--- config.mk ---
export PLATFORM = sky130hd
export DESIGN_NAME = axi_rd_master
export DESIGN_NICKNAME = d
export VERILOG_FILES = /design/src/rtl/axi_pkg.sv /design/src/rtl/axi_rd_checker.sv /design/src/rtl/axi_rd_master.sv
export SDC_FILE = /design/constraint.sdc
export NUM_CORES = 1
export LEC_CHECK = 0
export BUFFER_PORTS_ARGS = -buffer_cell sky130_fd_sc_hd__buf_2
export CORE_MARGIN = 5
export CORE_UTILIZATION = 38
export DETAILED_ROUTE_END_ITERATION = 10
export PLACE_DENSITY = 0.8
export SYNTH_ARGS = -nofsm -noshare
export SYNTH_HDL_FRONTEND = slang
export SYNTH_SLANG_ARGS = --single-unit
--- constraint.sdc ---
create_clock -name aclk -period 1.33 [get_ports aclk]
set_input_delay 0.133 -clock aclk [delete_from_list [all_inputs] [get_ports aclk]]
set_output_delay 0.133 -clock aclk [all_outputs]
set_load 0.1 [all_outputs]
--- src/rtl/axi_pkg.sv ---
// Shared AXI read-master constants and FSM state type.
// Imported by axi_rd_master and by the optional axi_rd_checker.
package axi_pkg;

   localparam logic [1:0] AXI_BURST_INCR = 2'b01;
   localparam logic [2:0] AXI_SIZE_8B    = 3'b011;
   localparam logic [1:0] AXI_RESP_OKAY  = 2'b00;

   typedef enum logic [1:0] {
      ST_IDLE = 2'd0,
      ST_ADDR = 2'd1,
      ST_DATA = 2'd2
   } rd_state_e;

   // Beats are 8 bytes wide, so every burst starts on an 8-byte boundary.
   function automatic logic [31:0] align_8b(input logic [31:0] addr);
      return {addr[31:3], 3'b000};
   endfunction

endpackage

--- src/rtl/axi_rd_checker.sv ---
// Sticky R-channel protocol/response checker for axi_rd_master.
// Compiled only when AXI_RD_MST_CHECK_EN is defined; otherwise this file is empty.
`ifdef AXI_RD_MST_CHECK_EN
module axi_rd_checker
   import axi_pkg::*;
#(
   parameter logic [3:0] AXI_ID = 4'h0
) (
   input  logic       aclk,
   input  logic       aresetn,
   input  logic       r_hs,
   input  logic [3:0] rid,
   input  logic [1:0] rresp,
   input  logic       rlast,
   input  logic [7:0] beat_cnt,
   input  logic [7:0] burst_len,
   output logic       err
);

   logic err_q, err_d;
   logic bad_beat;

   // rlast must coincide exactly with the beat whose index equals arlen.
   assign bad_beat = (rresp != AXI_RESP_OKAY) || (rid != AXI_ID) ||
                     (rlast != (beat_cnt == burst_len));

   always_comb begin
      err_d = err_q;
      if (r_hs && bad_beat) err_d = 1'b1;
   end

   always_ff @(posedge aclk or negedge aresetn) begin
      if (!aresetn) err_q <= 1'b0;
      else          err_q <= err_d;
   end

   assign err = err_q;

endmodule
`endif

--- src/rtl/axi_rd_master.sv ---
// Single-outstanding AXI4 INCR read master: one AR per request, beats streamed out with 1-cycle latency.
// Optional sticky protocol checker enabled by defining AXI_RD_MST_CHECK_EN.
module axi_rd_master
   import axi_pkg::*;
#(
   parameter logic [3:0] AXI_ID = 4'h0
) (
   input  logic        aclk,
   input  logic        aresetn,
   input  logic        req_valid,
   output logic        req_ready,
   input  logic [31:0] req_addr,
   input  logic [7:0]  req_len,
   output logic [31:0] araddr,
   output logic [3:0]  arid,
   output logic [7:0]  arlen,
   output logic [2:0]  arsize,
   output logic [1:0]  arburst,
   output logic        arvalid,
   input  logic        arready,
   input  logic [3:0]  rid,
   input  logic [63:0] rdata,
   input  logic [1:0]  rresp,
   input  logic        rlast,
   input  logic        rvalid,
   output logic        rready,
   output logic        data_valid,
   output logic [63:0] data_out,
   output logic        data_last,
   output logic        err
);

   rd_state_e   state_q, state_d;
   logic [31:0] addr_q, addr_d;
   logic [7:0]  len_q, len_d;
   logic [7:0]  cnt_q, cnt_d;
   logic [63:0] data_q, data_d;
   logic        dvalid_q, dvalid_d;
   logic        dlast_q, dlast_d;
   logic        r_hs;

   assign req_ready = (state_q == ST_IDLE);
   assign arvalid   = (state_q == ST_ADDR);
   assign rready    = (state_q == ST_DATA);
   assign r_hs      = rvalid && rready;

   // NOTE: every variable gets its default before the case so no path leaves one unassigned (no latches).
   always_comb begin
      state_d  = state_q;
      addr_d   = addr_q;
      len_d    = len_q;
      cnt_d    = cnt_q;
      data_d   = data_q;
      dvalid_d = 1'b0;
      dlast_d  = 1'b0;
      unique case (state_q)
         ST_IDLE: begin
            if (req_valid) begin
               state_d = ST_ADDR;
               addr_d  = align_8b(req_addr);
               len_d   = req_len;
            end
         end
         ST_ADDR: begin
            if (arready) begin
               state_d = ST_DATA;
               cnt_d   = 8'd0;
            end
         end
         ST_DATA: begin
            if (rvalid) begin
               dvalid_d = 1'b1;
               data_d   = rdata;
               dlast_d  = rlast;
               // Hold at 255 so a 256-beat burst never wraps the index.
               if (cnt_q != 8'hFF) cnt_d = cnt_q + 8'd1;
               // Only rlast ends the burst; the count is advisory.
               if (rlast) state_d = ST_IDLE;
            end
         end
         default: state_d = ST_IDLE;
      endcase
   end

   // NOTE: sequential state uses non-blocking assignments only, so all flops update from pre-edge values.
   always_ff @(posedge aclk or negedge aresetn) begin
      if (!aresetn) begin
         state_q  <= ST_IDLE;
         addr_q   <= '0;
         len_q    <= '0;
         cnt_q    <= '0;
         data_q   <= '0;
         dvalid_q <= 1'b0;
         dlast_q  <= 1'b0;
      end else begin
         state_q  <= state_d;
         addr_q   <= addr_d;
         len_q    <= len_d;
         cnt_q    <= cnt_d;
         data_q   <= data_d;
         dvalid_q <= dvalid_d;
         dlast_q  <= dlast_d;
      end
   end

   assign araddr     = addr_q;
   assign arlen      = len_q;
   assign arid       = AXI_ID;
   assign arsize     = AXI_SIZE_8B;
   assign arburst    = AXI_BURST_INCR;
   assign data_valid = dvalid_q;
   assign data_out   = data_q;
   assign data_last  = dlast_q;

`ifdef AXI_RD_MST_CHECK_EN
   axi_rd_checker #(
      .AXI_ID (AXI_ID)
   ) u_checker (
      .aclk      (aclk),
      .aresetn   (aresetn),
      .r_hs      (r_hs),
      .rid       (rid),
      .rresp     (rresp),
      .rlast     (rlast),
      .beat_cnt  (cnt_q),
      .burst_len (len_q),
      .err       (err)
   );
`else
   logic unused_ok;
   assign unused_ok = ^{rid, rresp, cnt_q, r_hs, req_addr[2:0]};
   assign err       = 1'b0;
`endif

endmodule

==> results by stage, run 1 <==
Outcome:
- The run finished, with violations left.
- The checks that failed: negative setup slack.

Floorplanning:
- The overall die area is approximately 13000 sq um.
- The effective utilization at floorplan is 0.390.
- The die extent in x is 116 um.
- The height of the die is 116 um.
- The core box area is 10900 sq um.
- 235 I/O pins were placed.
- The floorplan row count is 38.

Layout:
- After the last flow step, the layout net total stands at 600.
- The utilization after layout is 0.573.
- In the final layout, the share of cells above drive strength 1 is 0.744.
- The count of cells in the finished layout, fillers not included, comes to 629.
- The area of all placed cells without fillers is 6260 sq um.
- The repair_antennas step left the layout with diodes totalling 0.
- The synthesis-to-finish area growth is 46.7%.

Place:
- The port buffer count is 212.
- The minimum setup slack after placement is -95.2 ps.
- After legalization and detailed placement, the total HPWL measured 7390 um.
- After detailed placement, the total cell area comes to 5620 sq um.
- Once placement completed, the tool counted placed cells totaling 601.
- The final RePlAce weighted congestion is 0.728.

Route:
- The final wirelength is 10400 um.
- The total vias in the final route is ~2.8k.
- The via density per instance is about 4.5.
- The number of iterations in the first detailed-routing pass is 3.
- The DRC marker count from the first detailed-route iteration is 72.
- The average routed wire per standard cell is 16.5 um.
- For this run, design rule violations remaining after detail routing come to 0.
- The remaining number of nets flagged by the antenna check after routing is 0.

STA:
- For the final database, setup skew stands at 6.17 ps.
- For the pin with the worst max-slew slack, the measured transition is ~520 ps.
- For this run, the top clock speed supported by timing is approximately 0.70 GHz.
- The smallest setup slack after layout is -101 ps.
- The number of setup violations in the final report is ~100.
- The final max-slew violation count is 0.
- The number of endpoints with negative hold slack in the final report was 0.
- Setup repair after global routing could not meet its margin everywhere.
- The worst-case headroom to the max-slew limit is 0.657.
- The post-route clock period utilization is 1.08.
- Counting I/O delays and the setup requirement, the final critical path takes about 1400 ps.

Global route:
- The via count of the first global-routing pass came to 3139.
- The first global-routing pass estimated 15400 um of wire.
- The total congestion overflow after global routing is 0.
- The initial antenna violation count came to 0.
- The maximum number of pins on one net before global-route repair is 57.
- The global-route total usage across every layer is 0.147.

Yosys:
- The post-synthesis instance total is 244.
- The multiplexer fraction of the synthesized cell area is 0.309.
- Of the total synthesized cell area, the portion taken by full adders, half adders and majority gates is 0.
- The number of different library cells used by synthesis comes to 18.
- The fraction of the yosys area taken by sequential cells is 0.615.
- The synthesized-area fraction occupied by ao, oa, aoi and oai cells was 0.00322.
- The number of synthesized register bits is 105.
- sky130_fd_sc_hd__dfrtp_1 takes more of the synthesized area than any other cell.
- Each instance of the synthesized netlist takes up on average 17.5 sq um.
- The count of warnings emitted by yosys is 0.
- After synthesis, the largest family of logic cells by area is multiplexers.
- In this run the cell area of the synthesized design comes to 4270 sq um.
- By area the synthesized netlist is led by sky130_fd_sc_hd__dfrtp_1 62%, sky130_fd_sc_hd__mux2_4 17%, sky130_fd_sc_hd__mux2_2 14%.
- Of the post-synthesis cell area, the dominant cell type holds 0.615.
- Of the total synthesized cell area, the portion taken by AND, OR, NAND and NOR gates is 0.0126.
- Of the total synthesized cell area, the portion taken by XOR and XNOR cells is 0.

Critical path:
- STA puts the critical path data arrival time at 1650 ps.
- The critical path is of the reg2reg type.
- The logic depth of the worst path, buffers included is 4.
- The critical path data required time is 1550 ps.
- Along the worst path, the maximum fanout reaches 10.
- The startpoint type of the worst setup path is a flop.
- The worst register-to-register path has a depth of 4.
- The number of buffers and inverters on the critical path is 2.
- In this design, the stage delay of the slowest critical-path cell is between 400 and 500 ps.
- The slowest cell on the critical path is sky130_fd_sc_hd__dfrtp_2.
- The critical path endpoint category is a flop.
- The cell family contributing the most delay on the critical path is flip-flops.
- The critical path goes through nor3b_4 > buf_6 > buf_12 > mux2_2.

Clocking:
- The worst-skew pair later-pin latency is 340 ps.
- The CTS tree is done.
- CTS built an H-tree with a depth of 3.
- The clock tree buffer depth is 2.
- Clock-pin slew was measured on the worst setup and hold paths at 70 ps.
- Buffers inserted during clock tree synthesis total 9.
- The cell at the root of the clock tree is sky130_fd_sc_hd__clkbuf_16.
- Clock tree synthesis found a total of 105 sinks.

Worst hold path:
- In this run the worst hold path is classified as in2reg.
- Along the worst hold path, the cell count comes to 2.

Run:
- The count of maximum capacitance violations is 0.
==> logic make-up (layout without fill, tap and decap cells) <==
kind of cell,count (synthesis),after routing
muxes,101,101
DFF,105,105
other,2,13
and+or+nand+nor,9,9
buffers and inverters,25,259
AOI/OAI and AO/OA,2,2
==> final timing paths <==
check | from | endpoint | slack (ps)
max in group asynchronous | aresetn | state_q[0] | 700
min in group asynchronous | aresetn | data_out[10] | 350
worst min-delay path | rdata[21] | data_out[21] | 20
worst min register to register | data_out[57] | data_out[57] | 500
worst max-delay path | state_q[1] | araddr[25] | -100
worst max register to register | state_q[1] | araddr[25] | -100
==> layout make-up <==
type                       count  area, sq um
tap                          140          175
timing repair buffer         242         1550
clock buffer                  11          253
multi-input combinational    125         1570
clock inverter                 5         77.6
fill                         887         4670
sequential                   105         2630
inverter                       1         3.75
==> stage by stage <==
| stage | hold WS [ps] | TNS (ps) |
|---|---|---|
| after floorplan | -163 | -2170 |
| after global placement | 146 | -4050 |
| after detailed placement | 156 | -5280 |
| after CTS | 2.79 | -6680 |
| after global routing | 9.01 | -12770 |
| final | 15.7 | -5940 |
==> flip-flops by register name (all words and copies together) (netlist names) <==
signal and count:
araddr 29, arlen 8, data_last 1, state_q 2, data_out 64, data_valid 1
==> synthesized netlist by cell type <==
library cell and count:
sky130_fd_sc_hd__dfrtp_1 105, sky130_fd_sc_hd__buf_2 1, sky130_fd_sc_hd__buf_12 3, sky130_fd_sc_hd__buf_4 13, sky130_fd_sc_hd__mux2_2 52, sky130_fd_sc_hd__mux2_4 49
sky130_fd_sc_hd__conb_1 2, sky130_fd_sc_hd__nand2_1 1, sky130_fd_sc_hd__and3_1 1, sky130_fd_sc_hd__nor3b_1 1, sky130_fd_sc_hd__a21oi_1 1, sky130_fd_sc_hd__nor2_1 1
sky130_fd_sc_hd__nand3b_1 1, sky130_fd_sc_hd__inv_1 1, sky130_fd_sc_hd__buf_6 7, sky130_fd_sc_hd__nand2b_1 2, sky130_fd_sc_hd__a22o_1 1, sky130_fd_sc_hd__nor2b_1 2
==> layout by cell type, fill, tap and decap left out, drive strengths merged <==
cell / count
clkinvlp: 1
dfrtp: 105
a21oi: 1
clkinv: 2
buf: 238
nor2b: 2
mux2: 101
nand2: 1
conb: 13
and3: 1
inv: 1
a22o: 1
nor3b: 1
dlygate4sd3: 1
bufinv: 2
nand2b: 2
nand3b: 1
nor2: 1
clkbuf: 14
==> metal layers <==
layer  routed length, um  GRT usage  vias up
met4                 207     0.0665        0
met1                4130      0.180     1389
li1                    -          -     1300
met3                 839     0.0381       16
met5                   0          0        -
met2                5210      0.245      129
==> worst reg2reg max path: cells and delay by family, from the launching register on <==
| kind | cells | cell delay [ps] |
|---|---|---|
| flops | 1 | 440 |
| mux | 1 | 340 |
| simple gates | 1 | 240 |
| buf+inv | 2 | 300 |
==> repair_timing <==
action,CTS,global route
cloned,2,5
buffers inserted,4,0
setup endpoints to repair,103,103
hold endpoints to repair,105,0
pin swaps,2,1
resized for setup,15,20
hold buffers,1,0
Power of run 1 is left out: the tool's default activity adds up to more than one toggle a clock period on the data nets, which glitch-free logic cannot reach.
==> inputs of run 2 (changes only) <==
--- a/config.mk
+++ b/config.mk
@@ -5,7 +5,7 @@
 export SDC_FILE = /design/constraint.sdc
 export NUM_CORES = 1
 export LEC_CHECK = 0
-export BUFFER_PORTS_ARGS = -buffer_cell sky130_fd_sc_hd__buf_2
+export BUFFER_PORTS_ARGS = -buffer_cell sky130_fd_sc_hd__buf_4
 export CORE_MARGIN = 5
 export CORE_UTILIZATION = 38
 export DETAILED_ROUTE_END_ITERATION = 10
==> run 2 against run 1 <==
- the flow still finishes with violations (negative setup slack)
- critical path type unchanged
- design area increased by 9.1%
- fmax grew 0.40%
- via count barely moved
- highest routed layer unchanged
==> results by stage, run 2 (synthesis gave the netlist of run 1 again) <==
Outcome:
- The run finished, with violations left.
- The final reports fail on negative setup slack.

Global route:
- The global-route wire length before repair is 16700 um.
- After global routing the overflow that remains totals 0.
- The global-route total usage across every layer is 0.163.
- The initial antenna violation count was 0.
- The via count of the first global-routing pass came to 3189.
- The maximum number of pins on one net before global-route repair is between 40 and 50.

Critical path:
- The critical path ends at araddr[4].
- For the worst setup path, the data arrival time is 1650 ps.
- In this run the critical register-to-register path is captured at araddr[4].
- Tracing the worst setup path back leads to its startpoint at state_q[0].
- The number of cell instances on the worst register-to-register path is 4.
- The critical path data required time is 1550 ps.
- The worst setup path is captured at a flop.
- The worst register-to-register path begins at state_q[0].
- STA classifies the critical path startpoint as a flop.
- For flop-to-flop paths, the worst setup slack is -100 ps.
- The critical path in this run is classified as reg2reg.
- The maximum fanout along the worst path is 9.

Clocking:
- The H-tree generated during clock tree synthesis spans 3 levels.
- The worst-skew pair later-pin latency is 340 ps.
- Counting every sink on the clock net gives 105.
- The longest clock path from root to sink contains 2 buffers.
- The clock-pin slew of the registers on the worst-case setup and hold paths is 70 ps.
- The cell at the root of the clock tree is sky130_fd_sc_hd__clkbuf_16.
- Clock tree synthesis inserted a total of 9 buffers.
- TritonCTS built the clock tree.

STA:
- The smallest setup slack after layout is -95.7 ps.
- The number of setup violations in the final report is 103.
- The post-layout minimum cycle time is between 1000 and 1500 ps.
- The number of endpoints with negative hold slack in the final report is 0.
- The worst-case clock skew is 4.17 ps.
- Static timing analysis puts the maximum clock frequency at 0.701 GHz.
- Setup repair after global routing could not meet its margin everywhere.
- The final max-slew violation count is 0.
- Of the available clock period, the critical path in the final layout requires 1.07.

Layout:
- From synthesis to final layout, the design area changed by 60.1%.
- In the final layout, the share of cells above drive strength 1 is 0.737.
- The library cells used most frequently in the layout, excluding fill and tap cells, are 214 x sky130_fd_sc_hd__buf_4, 103 x sky130_fd_sc_hd__dfrtp_1, 86 x sky130_fd_sc_hd__mux2_4.
- Counting the fill cells in the layout gives 834.
- 0 antenna diodes ended up in the layout.
- The register with the most flip-flops in the layout has 64 of them.
- The non-filler instance count after layout is 631.
- The library cell used most frequently in the layout, excluding fill and tap cells, is sky130_fd_sc_hd__buf_4.
- The utilization after layout is 0.625.
- After routing the design area is 6830 sq um.
- After the last flow step, the layout net total stands at 602.

Route:
- Dividing the detail-routed wire length by the instance count gives approximately 18 um.
- The routed design has 11500 um of wire.
- The number of iterations in the first detailed-routing pass is 4.
- Dividing the detail-routed via count by the number of cells gives 4.49.
- The detail route stage leaves a number of antenna-violating nets equal to 0.
- In the routed design, unresolved DRC markers number 0.
- The DRC marker count from the first detailed-route iteration is 90.
- The final route contains 2832 vias.

Floorplanning:
- The floorplan has 38 rows.
- The floorplan step set the die width to 116 um.
- The height of the die is roughly 120 um.
- During I/O placement, the number of pins put on the boundary was around 240.
- The total area inside the core boundary comes to ~11000 sq um.
- The effective utilization at floorplan is 0.390.
- The overall die area is 13500 sq um.

Place:
- The total cell area at the placement stage is 6090 sq um.
- After legalization and detailed placement, the total HPWL measured between 7000 and 8000 um.
- The port buffer count is 212.
- The placed cell count is 600.
- The congestion estimate from routability-driven global placement came to 0.734.

Worst hold path:
- The kind of path behind the tightest hold check is in2reg.

Run:
- The count of maximum capacitance violations is 0.
[run 2: changes by cell type in the layout (fill, tap and decap cells not counted), sizes merged]
cell / before / now
clkinvlp: 1 / 0
dlygate4sd3: 1 / 4
bufinv: 2 / 0
buf: 238 / 237
clkbuf: 14 / 17
[run 2: worst min path at each step]
stage / slack, ps / start / cells after the start / to
after global placement: -10 / aresetn / 1 / data_out[43]
final: 20 / rdata[51] / 2 / data_out[51]
after CTS: 0.2 / rdata[56] / 2 / data_out[56]
after global routing: 1 / rdata[24] / 2 / data_out[24]
after detailed placement: -7 / aresetn / 1 / data_out[43]
after floorplan: -160 / aresetn / 0 / araddr[10]
[run 2: cell type report]
class                      instances  area [sq um]  share of cell area
clock inverter                     2          10.0             0.00146
timing repair buffer             244          2120               0.310
tap                              140           175              0.0256
sequential                       105          2630               0.385
inverter                           1          3.75            0.000549
clock buffer                      14           284              0.0416
multi-input combinational        125          1610               0.236
[run 2: timing repair]
| item | in CTS | in global routing |
|---|---|---|
| pin swaps | 2 | 1 |
| setup endpoints to repair | 103 | 103 |
| endpoints found under the hold margin | 108 | 0 |
| resized for setup | 35 | 18 |
| gates cloned | 4 | 4 |
| setup buffers | 2 | 1 |
| hold buffers | 4 | 0 |
[run 2: per-layer routing]
layer	wire (um)	up-vias	GRT usage
met5	0	-	0
met3	1050	16	0.0522
li1	-	1305	-
met1	4350	1379	0.182
met4	244	0	0.0727
met2	5890	132	0.283
[run 2: critical path: stages, from the launching register on]
cell and delay (ps):
sky130_fd_sc_hd__dfrtp_2 440, sky130_fd_sc_hd__nor3b_4 240, sky130_fd_sc_hd__buf_6 160, sky130_fd_sc_hd__clkbuf_16 170, sky130_fd_sc_hd__mux2_4 310
[run 2: metrics by stage]
step | setup TNS, ps | setup WS (ps) | hold slack (ps)
after floorplan | -2170 | -59.8 | -163
after global placement | -4360 | -70.6 | -12.2
after detailed placement | -5260 | -96.8 | -7.09
after CTS | -7380 | -107 | 0.190
after global routing | -13040 | -162 | 1.42
final | -6060 | -95.7 | 19.0
Power of run 2 is left out for the same reason.
